## src/rtl/cond_flag_unit.sv

```systemverilog
// Purpose : NZCV status register, condition evaluation and write-back enable for the execute stage.
// Latency : cond_pass is combinational; flags, wb_en and the fail counter update one clock after acceptance.
// Backpres: stall freezes all state (except a counter clear); flush kills the instruction in execute.
//
// Ports:
//   clk, reset_n          clock, asynchronous active-low reset
//   instr_valid, cond,    instruction in execute: valid, condition field,
//   s_bit, alu_flags      set-flags request and ALU {N,Z,C,V} result
//   stall, flush          pipeline control
//   psr_wr_en/_data       direct NZCV write, overrides an ALU update
//   clr_count             synchronous clear of cond_fail_count
//   flags, carry_out      registered NZCV and its C bit (ALU carry input)
//   cond_pass             condition outcome against the registered flags
//   wb_en                 registered write-back enable for the next stage
//   cond_fail_count       saturating count of accepted instructions that failed their condition
module cond_flag_unit #(
   parameter int          COUNT_W     = 16,
   parameter logic [3:0]  RESET_FLAGS = 4'b0000
) (
   input  logic               clk,
   input  logic               reset_n,
   input  logic               instr_valid,
   input  logic [3:0]         cond,
   input  logic               s_bit,
   input  logic [3:0]         alu_flags,
   input  logic               stall,
   input  logic               flush,
   input  logic               psr_wr_en,
   input  logic [3:0]         psr_wr_data,
   input  logic               clr_count,
   output logic [3:0]         flags,
   output logic               carry_out,
   output logic               cond_pass,
   output logic               wb_en,
   output logic [COUNT_W-1:0] cond_fail_count
);

   logic [3:0]         flags_q, flags_d;
   logic               wb_en_q, wb_en_d;
   logic [COUNT_W-1:0] count_q, count_d;
   logic               flag_n, flag_z, flag_c, flag_v;
   logic               accepted;

   assign flag_n = flags_q[3];
   assign flag_z = flags_q[2];
   assign flag_c = flags_q[1];
   assign flag_v = flags_q[0];

   // Evaluated only against the registered flags; the ALU result of the
   // current instruction never feeds its own condition.
   always_comb begin
      cond_pass = 1'b0;
      case (cond)
         4'h0: cond_pass = flag_z;
         4'h1: cond_pass = !flag_z;
         4'h2: cond_pass = flag_c;
         4'h3: cond_pass = !flag_c;
         4'h4: cond_pass = flag_n;
         4'h5: cond_pass = !flag_n;
         4'h6: cond_pass = flag_v;
         4'h7: cond_pass = !flag_v;
         4'h8: cond_pass = flag_c && !flag_z;
         4'h9: cond_pass = !flag_c || flag_z;
         4'hA: cond_pass = (flag_n == flag_v);
         4'hB: cond_pass = (flag_n != flag_v);
         4'hC: cond_pass = !flag_z && (flag_n == flag_v);
         4'hD: cond_pass = flag_z || (flag_n != flag_v);
         4'hE: cond_pass = 1'b1;
         default: cond_pass = 1'b0;
      endcase
   end

   assign accepted = instr_valid && !stall && !flush;

   always_comb begin
      flags_d = flags_q;
      wb_en_d = wb_en_q;
      count_d = count_q;

      if (!stall) begin
         // A direct write wins over a same-cycle ALU update.
         if (psr_wr_en) begin
            flags_d = psr_wr_data;
         end else if (accepted && cond_pass && s_bit) begin
            flags_d = alu_flags;
         end
         wb_en_d = accepted && cond_pass;
      end

      // Clear is honoured even while stalled.
      if (clr_count) begin
         count_d = '0;
      end else if (accepted && !cond_pass && (count_q != '1)) begin
         count_d = count_q + COUNT_W'(1);
      end
   end

   always_ff @(posedge clk or negedge reset_n) begin
      if (!reset_n) begin
         flags_q <= RESET_FLAGS;
         wb_en_q <= 1'b0;
         count_q <= '0;
      end else begin
         flags_q <= flags_d;
         wb_en_q <= wb_en_d;
         count_q <= count_d;
      end
   end

   assign flags           = flags_q;
   assign carry_out       = flags_q[1];
   assign wb_en           = wb_en_q;
   assign cond_fail_count = count_q;

endmodule

```

## config.mk

```make
export PLATFORM = sky130hd
export DESIGN_NAME = cond_flag_unit
export DESIGN_NICKNAME = d
export VERILOG_FILES = /design/src/rtl/cond_flag_unit.sv
export SDC_FILE = /design/constraint.sdc
export NUM_CORES = 1
export LEC_CHECK = 0
export ABC_AREA = 1
export CAP_MARGIN = 25
export CORE_MARGIN = 2
export CORE_UTILIZATION = 48
export CTS_CLUSTER_DIAMETER = 80
export DETAILED_ROUTE_END_ITERATION = 12
export PLACE_DENSITY = 0.81
export SETUP_SLACK_MARGIN = 0.3
export SYNTH_ARGS = -nofsm -noshare
export SYNTH_HDL_FRONTEND = slang
export SYNTH_SLANG_ARGS = --single-unit
```

## constraint.sdc

```tcl
create_clock -name clk -period 2.3 [get_ports clk]
set_input_delay 0.46 -clock clk [delete_from_list [all_inputs] [get_ports clk]]
set_output_delay 0.46 -clock clk [all_outputs]
set_load 0.02 [all_outputs]
```

# After elaboration in Yosys (flattened, before gate mapping)
# Cells that the tools add are included.
# totals
elab_cells	48
input_bits	20
ff_bits	21
output_inout_bits	23
# classes
bitwise	1
add_sub_neg	1
mux	5
n_reduce_logical	21
eq_ne	17
# op_table
op	n
$mux 16	2
$eq 4x4->1 const B	7
$add 16x1->16 const B	1
$eq 4x3->1 const B	4
$ne 16x16->1 const B	1
$pmux 1 s15	1
$eq 4x2->1 const B	2
$logic_and 1x1->1	8
$mux 4	2
$logic_not 1->1	7
$eq 4x1->1 const B	1
$logic_not 4->1	1
$reduce_bool 2->1	2
$logic_or 1x1->1	2
$reduce_and 2->1	1
$eq 1x1->1	1
$ne 1x1->1	1
$not 1->1	1

# Logic depth before layout (Yosys ltp)
# logic_depth
depth_word	8
mapped_depth	14
depth_no_buf	14

# Worst setup path after synthesis
# OpenSTA, ideal clock, no wires.
# synth_timing
path_kind	reg2reg
from	register count_q[0], in the netlist cond_fail_count[0]
to	register count_q[8], in the netlist cond_fail_count[8]
period_less_slack_ns	1.764
required_ns	2.181
setup_slack_ns	0.536
arrival_ns	1.645
stages_incl_launch_ff	10
n_path_buf	1
setup_ns	0.119
path_cell_list	dfrtp_1 -> ha_1 -> nand3_2 -> nor4_2 -> nand3b_1 -> nand4_2 -> nand2_2 -> buf_6 -> nand2_2 -> o21ai_2
# synth_via
elab_chain_len	3
word_cells_on_any_way	6
classes_between	add/sub: 1; eq/ne: 1; mux: 2; reduce/logical: 2
# synth_rtl
element	line	text
from (decl)	40	logic [COUNT_W-1:0] count_q, count_d;
from (signal assigned)	106	count_q <= count_d;
$add 16x1->16 or $ne 16x16->1 (tied branches)	94, 93	
$mux 16 or $logic_and 1x1->1 (tied branches)	93	end else if (accepted && !cond_pass && (count_q != '1)) begin
$mux 16 or $reduce_bool 2->1 (tied branches)	n/a	
# Parallel ways exist; a longest one is shown, timed or not. The select of a mux whose other input is x is not followed.
# A chain may end at the register's enable or synchronous reset.

# Worst setup path in the final report
# layout_timing
from	register flags_q[3], in the netlist flags[3]
to	output cond_pass
# layout_via
elab_chain_len	3
word_cells_on_any_way	6
classes_between	eq/ne: 2; mux: 1; reduce/logical: 3
# layout_rtl
element	line	text
from (decl)	38	logic [3:0] flags_q, flags_d;
from (signal assigned)	104	flags_q <= flags_d;
$ne 1x1->1 or $eq 1x1->1 (tied branches)	n/a	
$logic_or 1x1->1 or $logic_and 1x1->1 (tied branches)	67, 66	
$pmux 1 s15 (*)	53	case (cond)
to (decl)	33	output logic cond_pass,
# Every way passes the cells marked *; elsewhere a longest branch is shown, timed or not.

==> report_table.html <==
<table>
<tr><th>Metric</th><th>Value</th></tr>
<tr><th colspan="2">Drt</th></tr>
<tr><td>Total number of vias</td><td>1618</td></tr>
<tr><td>Remaining DRCs</td><td>0</td></tr>
<tr><td>Pre-antenna DRT Iters</td><td>4</td></tr>
<tr><td>Detail-routed net length per standard cell</td><td>11.8 µm</td></tr>
<tr><td>Via density per instance</td><td>5.04</td></tr>
<tr><td>Post-route ant nets</td><td>0</td></tr>
<tr><td>Routed WL</td><td>3790 µm</td></tr>
<tr><td>DRC marker count from the first detailed-route iteration</td><td>88</td></tr>
<tr><th colspan="2">Floorplan</th></tr>
<tr><td>Initial Util</td><td>50.7%</td></tr>
<tr><td>Top-level I/O count</td><td>43</td></tr>
<tr><td>Die extent in x</td><td>60.8 µm</td></tr>
<tr><td>Die height</td><td>between 60 and 70 µm</td></tr>
<tr><td>Core region area</td><td>a little over 0.003 mm²</td></tr>
<tr><td>Core Rows</td><td>20</td></tr>
<tr><td>Area enclosed by the die boundary</td><td>about 0.0037 mm²</td></tr>
<tr><th colspan="2">Synth</th></tr>
<tr><td>Number of warnings reported in the yosys synthesis log</td><td>0</td></tr>
<tr><td>Flop and latch count out of synthesis</td><td>21</td></tr>
<tr><td>Cell area after synthesis</td><td>0.00155 mm²</td></tr>
<tr><td>Seq/Total Area, Yosys</td><td>between 30% and 40%</td></tr>
<tr><td>Net count after synthesis</td><td>around 250</td></tr>
<tr><td>Average size of a mapped cell</td><td>between 6 and 7 µm²</td></tr>
<tr><td>Yosys cell types</td><td>27</td></tr>
<tr><td>Cell count after synthesis</td><td>roughly 230</td></tr>
<tr><th colspan="2">Layout</th></tr>
<tr><td>Count of inserted antenna diode cells</td><td>0</td></tr>
<tr><td>Commonest non-fill, non-tap cell in the layout</td><td>sky130_fd_sc_hd__nand2_1</td></tr>
<tr><td>Fraction of layout cells with a size suffix above 1</td><td>between 10% and 20%</td></tr>
<tr><td>Layout Area Growth over Synthesis</td><td>36.0%</td></tr>
<tr><td>Post-Layout Inst Area</td><td>between 0.002 and 0.0025 mm²</td></tr>
<tr><td>Final Non-Filler Cells</td><td>roughly 320</td></tr>
<tr><td>Post-layout nets</td><td>299</td></tr>
<tr><td>Highest-count cells in the layout ignoring fill and taps</td><td>sky130_fd_sc_hd__nand2_1, sky130_fd_sc_hd__clkdlybuf4s50_1, sky130_fd_sc_hd__nand3_1</td></tr>
<tr><th colspan="2">Worst setup path</th></tr>
<tr><td>CP Data Arrival Time</td><td>between 1.5 and 2 ns</td></tr>
<tr><td>Required time at the worst-slack endpoint</td><td>1.84 ns</td></tr>
<tr><td>Highest fanout seen on the critical path</td><td>3</td></tr>
<tr><td>Slowest cell on the critical path</td><td>sky130_fd_sc_hd__dfrtp_2</td></tr>
<tr><td>Cell-by-cell listing of the critical path</td><td>inv_2, nand2_1, nand2_2, nand2_2, nand3_1, nand2_1, nor2_2, nand2_2, buf_6</td></tr>
<tr><td>Critical path startpoint category</td><td>flip-flop</td></tr>
<tr><td>Setup CP Type</td><td>flip-flop to primary output</td></tr>
<tr><td>Library cell appearing most often on the critical path</td><td>sky130_fd_sc_hd__nand2_2</td></tr>
<tr><td>Number of cells on the critical path</td><td>9</td></tr>
<tr><td>Crit-path leading delay family</td><td>simple AND/OR/NAND/NOR gates</td></tr>
<tr><td>Setup crit end kind</td><td>primary output</td></tr>
<tr><td>Worst Reg-to-Reg Cells</td><td>9</td></tr>
<tr><td>Slowest cell delay on critical path</td><td>between 0.4 and 0.5 ns</td></tr>
<tr><td>CP Buf/Inv Count</td><td>2</td></tr>
<tr><th colspan="2">GRT</th></tr>
<tr><td>Pin count of the biggest net entering global routing</td><td>22</td></tr>
<tr><td>Number of antenna violations at the first check in global routing</td><td>0</td></tr>
<tr><td>Via count of the first global-routing pass</td><td>between 1k and 1.5k</td></tr>
<tr><td>Global-route wire length before repair</td><td>approximately 6400 µm</td></tr>
<tr><td>Congestion Overflow GR</td><td>0</td></tr>
<tr><td>Overall fraction of global-route tracks in use</td><td>22.7%</td></tr>
<tr><th colspan="2">Power</th></tr>
<tr><td>Leakage power summed over all cells</td><td>approximately 1 nW</td></tr>
<tr><td>PD cells</td><td>roughly 420 mW/mm²</td></tr>
<tr><td>Max VDD drop</td><td>304 µV</td></tr>
<tr><td>Final Power</td><td>about 0.0009 W</td></tr>
<tr><th colspan="2">Clocking</th></tr>
<tr><td>Latest clock arrival within the worst-skew pair</td><td>0.32 ns</td></tr>
<tr><td>CTS H-tree depth</td><td>1</td></tr>
<tr><td>Clock edge transition at the registers on the reported setup and hold paths</td><td>0.12 ns</td></tr>
<tr><td>Number of buffers inserted during clock tree synthesis</td><td>3</td></tr>
<tr><td>Clock net sink count</td><td>21</td></tr>
<tr><td>CTS tree</td><td>yes</td></tr>
<tr><td>Buffer levels on the longest clock path</td><td>2</td></tr>
<tr><td>CTS Hold Buffers Added</td><td>0</td></tr>
<tr><td>Root Buffer Master</td><td>sky130_fd_sc_hd__clkbuf_4</td></tr>
<tr><th colspan="2">STA</th></tr>
<tr><td>Clock tree skew after final layout</td><td>0.00419 ns</td></tr>
<tr><td>Max-slew violations</td><td>0</td></tr>
<tr><td>Hold slack final</td><td>0.469 ns</td></tr>
<tr><td>Max_slew headroom</td><td>roughly three quarters</td></tr>
<tr><td>Final critical-path required period</td><td>between 1.5 and 2 ns</td></tr>
<tr><td>Final setup violating endpoints</td><td>0</td></tr>
<tr><td>Final number of hold-violating endpoints</td><td>0</td></tr>
<tr><td>Setup repair after global routing missed its margin</td><td>true</td></tr>
<tr><td>Tcrit/Tclk final</td><td>86.6%</td></tr>
<tr><td>Slew at the pin closest to its max-slew limit</td><td>roughly 0.35 ns</td></tr>
<tr><td>Post-route setup TNS</td><td>0 ns</td></tr>
<tr><td>Fmax</td><td>about 500 MHz</td></tr>
<tr><th colspan="2">Place</th></tr>
<tr><td>Post-detailed-placement half-perimeter wirelength</td><td>2970 µm</td></tr>
<tr><td>Area after DPL</td><td>0.00205 mm²</td></tr>
<tr><td>Placed cell count</td><td>between 300 and 400</td></tr>
<tr><td>Weighted congestion reported at the end of routability-driven placement</td><td>around 0.9</td></tr>
<tr><td>Number of buffer cells added on primary ports</td><td>42</td></tr>
<tr><th colspan="2">Min path</th></tr>
<tr><td>Path class of the lowest-slack min-delay path</td><td>primary input to asynchronous set/reset pin</td></tr>
<tr><th colspan="2">Flow run</th></tr>
<tr><td>Total of max-cap violations</td><td>0</td></tr>
<tr><th colspan="2">Run status</th></tr>
<tr><td>Outcome</td><td>finished, final reports clean</td></tr>
</table>
[metrics by stage]
| stage | setup WS, ns | utilization [%] |
|---|---|---|
| final | 0.308 | 68.9 |
| after global routing | 0.191 | 68.9 |
| after CTS | 0.307 | 68.8 |
| after detailed placement | -0.353 | 67.1 |
| after global placement | -0.345 | 67.1 |
| after floorplan | 0.536 | - |
[flip-flops by register name (all words and copies together), names as in the netlist]
register	count
wb_en	1
flags	4
cond_fail_count	16
[final cells by class]
cell class,instances,area [µm²]
tap,44,55.1
clock buffer,3,22.5
sequential,21,529
multi-input combinational,180,913
fill,278,948
inverter,20,75.1
timing repair buffer,52,504
clock inverter,1,5.00
[timing repair]
action                     in CTS  in global routing
setup endpoints to repair       1                  2
resized for setup              16                  4
pin swaps                       1                  2
setup buffers                   2                  0
[cells in the mapped netlist, drive strengths merged]
| cell | instances | area share [%] |
|---|---|---|
| xor2 | 13 | 7.4 |
| nand4 | 4 | 2.0 |
| clkbuf | 2 | 0.73 |
| nand2 | 84 | 22 |
| nor3 | 5 | 1.6 |
| nor2 | 29 | 7.2 |
| xnor2 | 1 | 0.57 |
| nor4 | 1 | 0.81 |
| a22o | 1 | 0.57 |
| inv | 18 | 4.4 |
| ha | 1 | 0.81 |
| dfrtp | 21 | 34 |
| buf | 4 | 2.3 |
| clkinv | 2 | 0.49 |
| a21oi | 2 | 0.89 |
| nand3 | 34 | 12 |
| o21ai | 4 | 2.3 |
| nand3b | 1 | 0.49 |
[metal layers]
layer  track usage [%]  wire [µm]
met1              33.1       1780
met2              35.5       1740
met3              5.12        247
met4              3.42         17
met5                 0          0
[where the power goes]
part           switching [W]  leakage [nW]  internal (W)  total (W)
Clock               0.000122        0.0177     0.0000652   0.000188
Combinational       0.000146         0.703      0.000131   0.000278
Sequential         0.0000288         0.281      0.000389   0.000418
Total               0.000298          1.00      0.000586   0.000883
[worst paths after layout]
check                                         from                  to  slack, ns
worst min register to register               wb_en               wb_en       0.55
max in group asynchronous                  reset_n            flags[1]       1.60
worst max register to register  cond_fail_count[0]  cond_fail_count[1]       0.45
min in group clk                             wb_en               wb_en       0.55
worst min-delay path                       reset_n            flags[3]       0.47
worst max-delay path                      flags[3]           cond_pass       0.31
[logic make-up (layout without fill, tap and decap cells)]
kind of cell	count (synthesis)	in the layout	share of synthesized area, %
fa+ha+maj	1	1	0.808
flops	21	21	34.0
simple gates	158	158	45.8
compound gates	7	7	3.72
xor+xnor	14	14	7.92
buf+inv	26	76	7.84
Power figures use the tool's default switching activity.
